**config.mk**
```make
export PLATFORM = sky130hd
export DESIGN_NAME = key_accumulator
export DESIGN_NICKNAME = d
export VERILOG_FILES = /design/src/rtl/acc_pkg.sv /design/src/rtl/key_debounce.sv /design/src/rtl/key_accumulator.sv
export SDC_FILE = /design/constraint.sdc
export NUM_CORES = 1
export LEC_CHECK = 0
export ABC_AREA = 1
export BUFFER_PORTS_ARGS = -buffer_cell sky130_fd_sc_hd__buf_2
export CORE_MARGIN = 1.5
export CORE_UTILIZATION = 50
export DETAILED_ROUTE_END_ITERATION = 6
export MAX_ROUTING_LAYER = met4
export PLACE_DENSITY = 0.68
export SLEW_MARGIN = 20
export SYNTH_ARGS = -nofsm -noshare
export SYNTH_HDL_FRONTEND = slang
export SYNTH_SLANG_ARGS = --single-unit
```
**constraint.sdc**
```tcl
create_clock -name clk -period 2.46 [get_ports clk]
set_input_delay 0.123 -clock clk [delete_from_list [all_inputs] [get_ports clk]]
set_output_delay 0.123 -clock clk [all_outputs]
set_load 0.01 [all_outputs]
```
**src/rtl/acc_pkg.sv**
```systemverilog
// ============================================================================
// acc_pkg : shared types for the key accumulator (operation modes, key FSM)
// Revision: 1.0  initial release
// ============================================================================
`default_nettype none

package acc_pkg;

    typedef enum logic [1:0] {
        ACC_ADD  = 2'b00,
        ACC_SUB  = 2'b01,
        ACC_XOR  = 2'b10,
        ACC_HOLD = 2'b11
    } acc_mode_t;

    typedef enum logic [1:0] {
        KEY_RELEASED = 2'b00,
        KEY_PRESSED  = 2'b01,
        KEY_HELD     = 2'b10
    } key_state_t;

endpackage

`default_nettype wire

```
**src/rtl/key_debounce.sv**
```systemverilog
// ============================================================================
// key_debounce : synchronises an active-low bouncy key, emits one press pulse
// Revision: 1.0  initial release
// ============================================================================
`default_nettype none

module key_debounce
    import acc_pkg::*;
#(
    parameter int DEBOUNCE_CYCLES = 500000,
    parameter int SYNC_STAGES     = 2
) (
    input  logic clk,
    input  logic reset_n,
    input  logic key_n,
    output logic press_o
);

    localparam int                CNT_W   = $clog2(DEBOUNCE_CYCLES + 1);
    localparam logic [CNT_W-1:0]  CNT_MAX = CNT_W'(DEBOUNCE_CYCLES);

    logic [SYNC_STAGES-1:0] sync;
    logic                   level;
    logic [CNT_W-1:0]       count;
    key_state_t             state;

    // Chain resets to "released" so a key held through reset still needs a full debounce.
    always_ff @(posedge clk or negedge reset_n) begin
        if (!reset_n) begin
            sync <= '1;
        end else begin
            sync <= {sync[SYNC_STAGES-2:0], key_n};
        end
    end

    assign level = sync[SYNC_STAGES-1];

    always_ff @(posedge clk or negedge reset_n) begin
        if (!reset_n) begin
            state <= KEY_RELEASED;
            count <= '0;
        end else begin
            case (state)
                KEY_RELEASED: begin
                    if (level) begin
                        count <= '0;
                    end else if (count == CNT_MAX) begin
                        state <= KEY_PRESSED;
                        count <= '0;
                    end else begin
                        count <= count + 1'b1;
                    end
                end
                KEY_PRESSED: begin
                    state <= KEY_HELD;
                    count <= '0;
                end
                KEY_HELD: begin
                    if (!level) begin
                        count <= '0;
                    end else if (count == CNT_MAX) begin
                        state <= KEY_RELEASED;
                        count <= '0;
                    end else begin
                        count <= count + 1'b1;
                    end
                end
                default: begin
                    state <= KEY_RELEASED;
                    count <= '0;
                end
            endcase
        end
    end

    assign press_o = (state == KEY_PRESSED);

endmodule

`default_nettype wire

```
**src/rtl/key_accumulator.sv**
```systemverilog
// ============================================================================
// key_accumulator : key-driven add/sub/xor accumulator of the switch word
// Revision: 1.0  initial release
// ============================================================================
`default_nettype none

module key_accumulator
    import acc_pkg::*;
#(
    parameter int WIDTH           = 8,
    parameter int DEBOUNCE_CYCLES = 500000,
    parameter int SYNC_STAGES     = 2,
    parameter int SATURATE        = 0
) (
    input  logic             clk,
    input  logic             reset_n,
    input  logic [WIDTH-1:0] sw_i,
    input  logic             acc_key_n,
    input  logic             clr_key_n,
    input  logic [1:0]       mode_i,
    output logic [WIDTH-1:0] acc_o,
    output logic             ovf_o,
    output logic             upd_o
);

    logic [SYNC_STAGES-1:0][WIDTH+1:0] in_pipe;
    logic [WIDTH-1:0]                  sw_op;
    acc_mode_t                         mode_op;
    logic                              acc_press;
    logic                              clr_press;
    logic [WIDTH:0]                    sum;
    logic [WIDTH:0]                    diff;
    logic [WIDTH-1:0]                  acc_next;
    logic                              ovf_next;
    logic                              wr;

    key_debounce #(
        .DEBOUNCE_CYCLES (DEBOUNCE_CYCLES),
        .SYNC_STAGES     (SYNC_STAGES)
    ) u_acc_key (
        .clk     (clk),
        .reset_n (reset_n),
        .key_n   (acc_key_n),
        .press_o (acc_press)
    );

    key_debounce #(
        .DEBOUNCE_CYCLES (DEBOUNCE_CYCLES),
        .SYNC_STAGES     (SYNC_STAGES)
    ) u_clr_key (
        .clk     (clk),
        .reset_n (reset_n),
        .key_n   (clr_key_n),
        .press_o (clr_press)
    );

    // Switches and mode are quasi-static, so they share one bus synchroniser.
    always_ff @(posedge clk or negedge reset_n) begin
        if (!reset_n) begin
            in_pipe <= '0;
        end else begin
            in_pipe <= {in_pipe[SYNC_STAGES-2:0], {mode_i, sw_i}};
        end
    end

    assign sw_op   = in_pipe[SYNC_STAGES-1][WIDTH-1:0];
    assign mode_op = acc_mode_t'(in_pipe[SYNC_STAGES-1][WIDTH+1:WIDTH]);
    assign sum     = {1'b0, acc_o} + {1'b0, sw_op};
    assign diff    = {1'b0, acc_o} - {1'b0, sw_op};

    always_comb begin
        acc_next = acc_o;
        ovf_next = ovf_o;
        wr       = 1'b0;
        if (clr_press) begin
            acc_next = '0;
            ovf_next = 1'b0;
            wr       = 1'b1;
        end else if (acc_press) begin
            case (mode_op)
                ACC_ADD: begin
                    wr       = 1'b1;
                    acc_next = sum[WIDTH-1:0];
                    if (sum[WIDTH]) begin
                        ovf_next = 1'b1;
                        if (SATURATE != 0) acc_next = '1;
                    end
                end
                ACC_SUB: begin
                    wr       = 1'b1;
                    acc_next = diff[WIDTH-1:0];
                    if (diff[WIDTH]) begin
                        ovf_next = 1'b1;
                        if (SATURATE != 0) acc_next = '0;
                    end
                end
                ACC_XOR: begin
                    wr       = 1'b1;
                    acc_next = acc_o ^ sw_op;
                end
                default: begin
                    wr       = 1'b0;
                end
            endcase
        end
    end

    always_ff @(posedge clk or negedge reset_n) begin
        if (!reset_n) begin
            acc_o <= '0;
            ovf_o <= 1'b0;
            upd_o <= 1'b0;
        end else begin
            acc_o <= acc_next;
            ovf_o <= ovf_next;
            upd_o <= wr;
        end
    end

endmodule

`default_nettype wire

```
---- Yosys cells after proc, flatten, opt, wreduce, memory -nomap -nowiden ----
Index checks and enable logic that the tools add are counted.
operators by class
  reductions and logical operators ........ 11
  mux-type cells .......................... 29
  bitwise logic cells ..................... 1
  add/subtract/negate cells ............... 4
  equality and inequality tests ........... 18
operators with widths
  kind                     number
  $mux W19                 6
  $pmux W19 S2             2
  $add A19 B1 Y19 const B  2
  $eq A19 B19 Y1 const B   2
  $pmux W8 S3              1
  $mux W2                  8
  $mux W8                  2
  $ne A2 B1 Y1 const B     6
  $pmux W2 S3              2
  $reduce_and A4 Y1        3
  $add A8 B8 Y9            1
  $sub A8 B8 Y9            1
  $xor A8 B8 Y8            1
  $mux W1                  7
  $eq A2 B1 Y1 const B     3
  $eq A2 B2 Y1 const B     3
  $logic_not A2 Y1         3
  $ne A3 B3 Y1 const B     2
  $ne A2 B2 Y1 const B     2
  $reduce_bool A4 Y1       1
  $reduce_bool A3 Y1       1
  $reduce_or A3 Y1         1
  $pmux W1 S2              1
  $reduce_and A2 Y1        1
  $reduce_bool A2 Y1       1
word-level totals
  register bits after elaboration ......... 76
  output and inout port bits .............. 10

---- Depth between registers and ports, before layout ----
  depth in word-level cells ............... 5
  depth in mapped cells ................... 13
  mapped depth without buffers ............ 13

---- Hierarchy ----
Synthesis repeated with hierarchy kept, for this count alone.
second synthesis, totals
  cells, all modules ...................... 581
  area, all modules ....................... 4441.8 µm²
by module, submodules not included
  module           area an instance (µm²)  cells an instance  times used
  key_debounce     1268.7                  170                2
  key_accumulator  1904.3                  241                1

---- Least setup slack after synthesis ----
No wires, ideal clock.
  path kind ............................... reg-to-reg
  start point ............................. reg acc_o[3]
  end point ............................... reg acc_o[4]
  arrival ................................. 1.621 ns
  stages on the path, launching flop included .. 10
  clock period less this slack ............ 1.739 ns
  setup time .............................. 0.117 ns
  setup slack ............................. 0.721 ns
  path through ............................ dfrtp_1 > ha_1 > buf_6 > or2_0 > and2_1 > or2_0 > nand3_1 > nand2_1 > nand3_1 > nand2_1
on the way
  cells in the longest elaborated chain, start to end .. 4
  elaborated cells between the ends (all ways) .. 5
  those cells by class .................... add/sub: 2; mux: 3
ends and longest elaborated chain
  item                                                   RTL line                                      RTL
  start: declaration                                     key_accumulator.sv:21                         output logic [WIDTH-1:0] acc_o,
  start signal: assignment                               key_accumulator.sv:114                        acc_o <= acc_next;
  $sub A8 B8 Y9 / $add A8 B8 Y9 (equally long branches)  key_accumulator.sv:69, key_accumulator.sv:68
  $pmux W8 S3 (*)                                        key_accumulator.sv:80                         case (mode_op)
  $mux W8 (*)                                            key_accumulator.sv:79                         end else if (acc_press) begin
  $mux W8 (*)                                            key_accumulator.sv:75                         if (clr_press) begin
Mark *: on every way between the ends. The rest lies on a longest branch, timed or not. The select of a mux whose other input is x is not followed.
A chain may end at the register's enable or synchronous reset.

---- Final worst setup path ----
  start point ............................. reg acc_o[0]
  end point ............................... reg acc_o[4]
Same word-level chain as after synthesis.

==> results.tsv <==
stage	metric	value	unit
die	core	8300	um^2
timing	hold_viol_final	0	
place	dpl_worst_slack	0.599	ns
worst_setup_path	worst-path-buf-inv	2	
worst_setup_path	r2r_start	acc_o[0]$_DFFE_PN0P_	
status	status	complete, no violations	
power	leakage	2.46	nW
final_layout	antennaDiodeCount	0	
synth	synth.avg_cell_area	8.02	um^2
worst_setup_path	crit_slowest_cell	dfrtp_1	
worst_setup_path	r2r_end	acc_o[4]$_DFFE_PN0P_	
clocking	cts_resized	0	
power	p_per_area	505	nW/um^2
timing	min_period	1.90	ns
detailed_routing	drt_pass1_iterations	4	
synth	synth.most_common_cell	nand2_1	
clocking	cts_buffer_depth	2	
timing	grt_setup_unrepaired	false	
timing	finalCritPeriodShare	77.2	%
clocking	clock-sinks	76	
die	dieWidth	96.1	um
clocking	htreeDepth	3	
worst_setup_path	crit_path_end_kind	flop	
detailed_routing	detail-route-antenna-nets	0	
timing	skew	0.00831	ns
die	dieArea	9230	um^2
synth	yosysSeqAreaShare	44.0	%
synth	yosys-top-cells-count	nand2_1, inv_1, nor2_1	
die	start_util	52.2	%
flow_run	drv_cap	0	
final_layout	nets	621	
clocking	clk_latency	0.35	ns
worst_setup_path	crit_type	flop to flop	
synth	synth.net_count	580	
synth	synthArstFlopShare	100	%
clocking	cts_tree	done	
min_path	min_path_cells	0	
grt	grt_pass1_wl	15200	um
timing	fmax	526	MHz
detailed_routing	wl_per_cell	12.5	um
timing	setup_viol	0	
detailed_routing	remaining_drc_errors	0	
synth	synth_largest_area_cell	dfrtp_1	
die	rows	33	
grt	grt_overflow	0	
final_layout	drive_above_1_share	12.1	%
min_path	hp-class	flop to flop	
place	numPortBuffers	23	
grt	antenna_found_initial	0	
min_path	hold_start	in_pipe[0]$_DFF_PN0_	
synth	yosysTopAreaCellShare	41.6	%
synth	syn_area	4330	um^2
worst_setup_path	path_cells	inv_1 > ha_1 > fa_1 > inv_1 > nand2_1 > nand2_1 > and2_1 > or2_0 > nand3_1 > nand2_1 > nand3_1 > nand2_1	
final_layout	final_cell_area	4870	um^2
die	io_pins	24	
power	ir_worst_vdd	0.242	mV
timing	fin_setup_tns	0	ns
die	die_h	96.1	um
timing	maxSlewHeadroom	38.1	%
timing	worstMarginPinSlew	0.929	ns
grt	grt_use_total	21.9	%
grt	grt_pass1_vias	3421	
place	postPlaceCellArea	4540	um^2
detailed_routing	viasPerCell	5.10	
worst_setup_path	crit_required	2.75	ns
synth	ys_types	43	
clocking	numCtsBuffers	9	
worst_setup_path	cp_common_cell	nand2_1	
synth	ys_top_cells_by_area	dfrtp_1, nand2_1, ha_1, inv_1, nor2_1	
detailed_routing	vias	3524	
worst_setup_path	reg2reg_setup_slack	0.56	ns
synth	synth-edff-count	0	
place	gp_congestion	0.912	
synth	synth_ff_type	dfrtp_1	
final_layout	syn_to_final_growth	12.5	%
synth	yosysWarningCount	0	
grt	grt_max_degree	77	
timing	drv_slew	0	
min_path	hold_path_end	in_pipe[10]$_DFF_PN0_	
worst_setup_path	cp.arrival	2.19	ns
worst_setup_path	max_stage_delay	0.38	ns
worst_setup_path	startpoint_type	flop	
worst_setup_path	critPathTopFamily	simple AND/OR/NAND/NOR gates	
detailed_routing	drt_iter0_drc	227	
worst_setup_path	cp_max_fo	3	
clocking	clk_pin_slew_worst_paths	0.09	ns
clocking	root_buffer	clkbuf_8	
place	dp_hpwl	6440	um
synth	synth_seq_cells	76	
synth	synth_cells	540	
clocking	postCtsSetupBuffers	0	
timing	worst_slack	0.560	ns
detailed_routing	drt-total-wl	8660	um
worst_setup_path	reg2reg_depth	12	
[sequential cells by signal, indices dropped and copies added, names as in the netlist]
| register | flops |
|---|---|
| acc_o | 8 |
| ovf_o | 1 |
| in_pipe | 20 |
| u_clr_key.count | 19 |
| upd_o | 1 |
| u_acc_key.sync | 2 |
| u_acc_key.count | 19 |
| u_clr_key.state | 2 |
| u_clr_key.sync | 2 |
| u_acc_key.state | 2 |
[cell families (layout without fill, tap and decap cells)]
| group | after synthesis | in the layout | synth area share (%) |
|---|---|---|---|
| buffers and inverters | 88 | 134 | 8.18 |
| XOR/XNOR | 14 | 14 | 2.83 |
| flip-flops | 76 | 76 | 44.0 |
| adder cells (fa/ha/maj) | 26 | 26 | 7.86 |
| AO/OA/AOI/OAI | 43 | 43 | 5.84 |
| AND/OR/NAND/NOR | 293 | 293 | 31.3 |
[report_power, final]
group	internal (mW)	switching (mW)
clock	0.484	0.496
combinational	0.0663	0.115
sequential	1.28	0.0195
[repair_timing]
action,4_1_cts,5_1_grt
setup endpoints to repair,0,0
endpoints found under the hold margin,84,0
hold buffers,13,0
[per-layer routing]
layer	share of wire, %	track usage [%]	vias to the layer above
li1	-	-	1794
met1	46	27.6	1653
met2	49	35.5	65
met3	3.2	3.63	12
met4	1.3	8.09	0
met5	0	-	-
[cell type report]
type / count / area [um^2]
fillers: 730 / 3430
multi-input cells: 376 / 2070
flip-flops and latches: 76 / 1910
inverters: 81 / 304
repair buffers: 37 / 255
well taps: 105 / 131
clock buffers: 9 / 124
clock inverters: 7 / 82.6
[layout by cell type, fill, tap and decap left out, types with 3 or more instances in the layout]
master           n
buf_2           22
nor2_2           5
xnor2_1          6
xor2_1           8
nand4_1         16
o22ai_1          3
a21oi_1         17
nand2_1        120
clkbuf_8         9
nor2_4           5
dlygate4sd3_1   13
dfrtp_1         72
o21ai_0         10
nand3_1         41
dfstp_2          4
a31oi_1          3
o21bai_1         3
inv_2            4
ha_1            24
inv_1           77
nor3_1           8
nand2_2          3
nor2_1          77
[per-stage QoR]
step | cells | util [%] | power [mW] | hold slack, ns
6_report | 691 | 58.7 | 2.46 | 0.354
5_1_grt | 691 | 58.7 | 2.57 | 0.363
4_1_cts | 691 | 58.7 | 2.49 | 0.357
3_5_place_dp | 662 | 54.7 | 1.49 | 0.231
3_3_place_gp | 662 | 54.7 | 1.49 | 0.228
2_1_floorplan | 540 | - | 1.43 | -0.173
[how the worst max path moves through the flow]
| stage | from | endpoint | slack (ns) | cells past startpoint |
|---|---|---|---|---|
| floorplan | acc_o[3]$_DFFE_PN0P_ | acc_o[4]$_DFFE_PN0P_ | 0.72 | 9 |
| global placement | acc_o[5]$_DFFE_PN0P_ | ovf_o$_DFFE_PN0P_ | 0.61 | 9 |
| detailed placement | acc_o[5]$_DFFE_PN0P_ | ovf_o$_DFFE_PN0P_ | 0.60 | 9 |
| CTS | acc_o[0]$_DFFE_PN0P_ | acc_o[4]$_DFFE_PN0P_ | 0.56 | 12 |
| global route | acc_o[0]$_DFFE_PN0P_ | acc_o[4]$_DFFE_PN0P_ | 0.42 | 12 |
| finish | acc_o[0]$_DFFE_PN0P_ | acc_o[4]$_DFFE_PN0P_ | 0.56 | 12 |
Power figures use the tool's default switching activity.
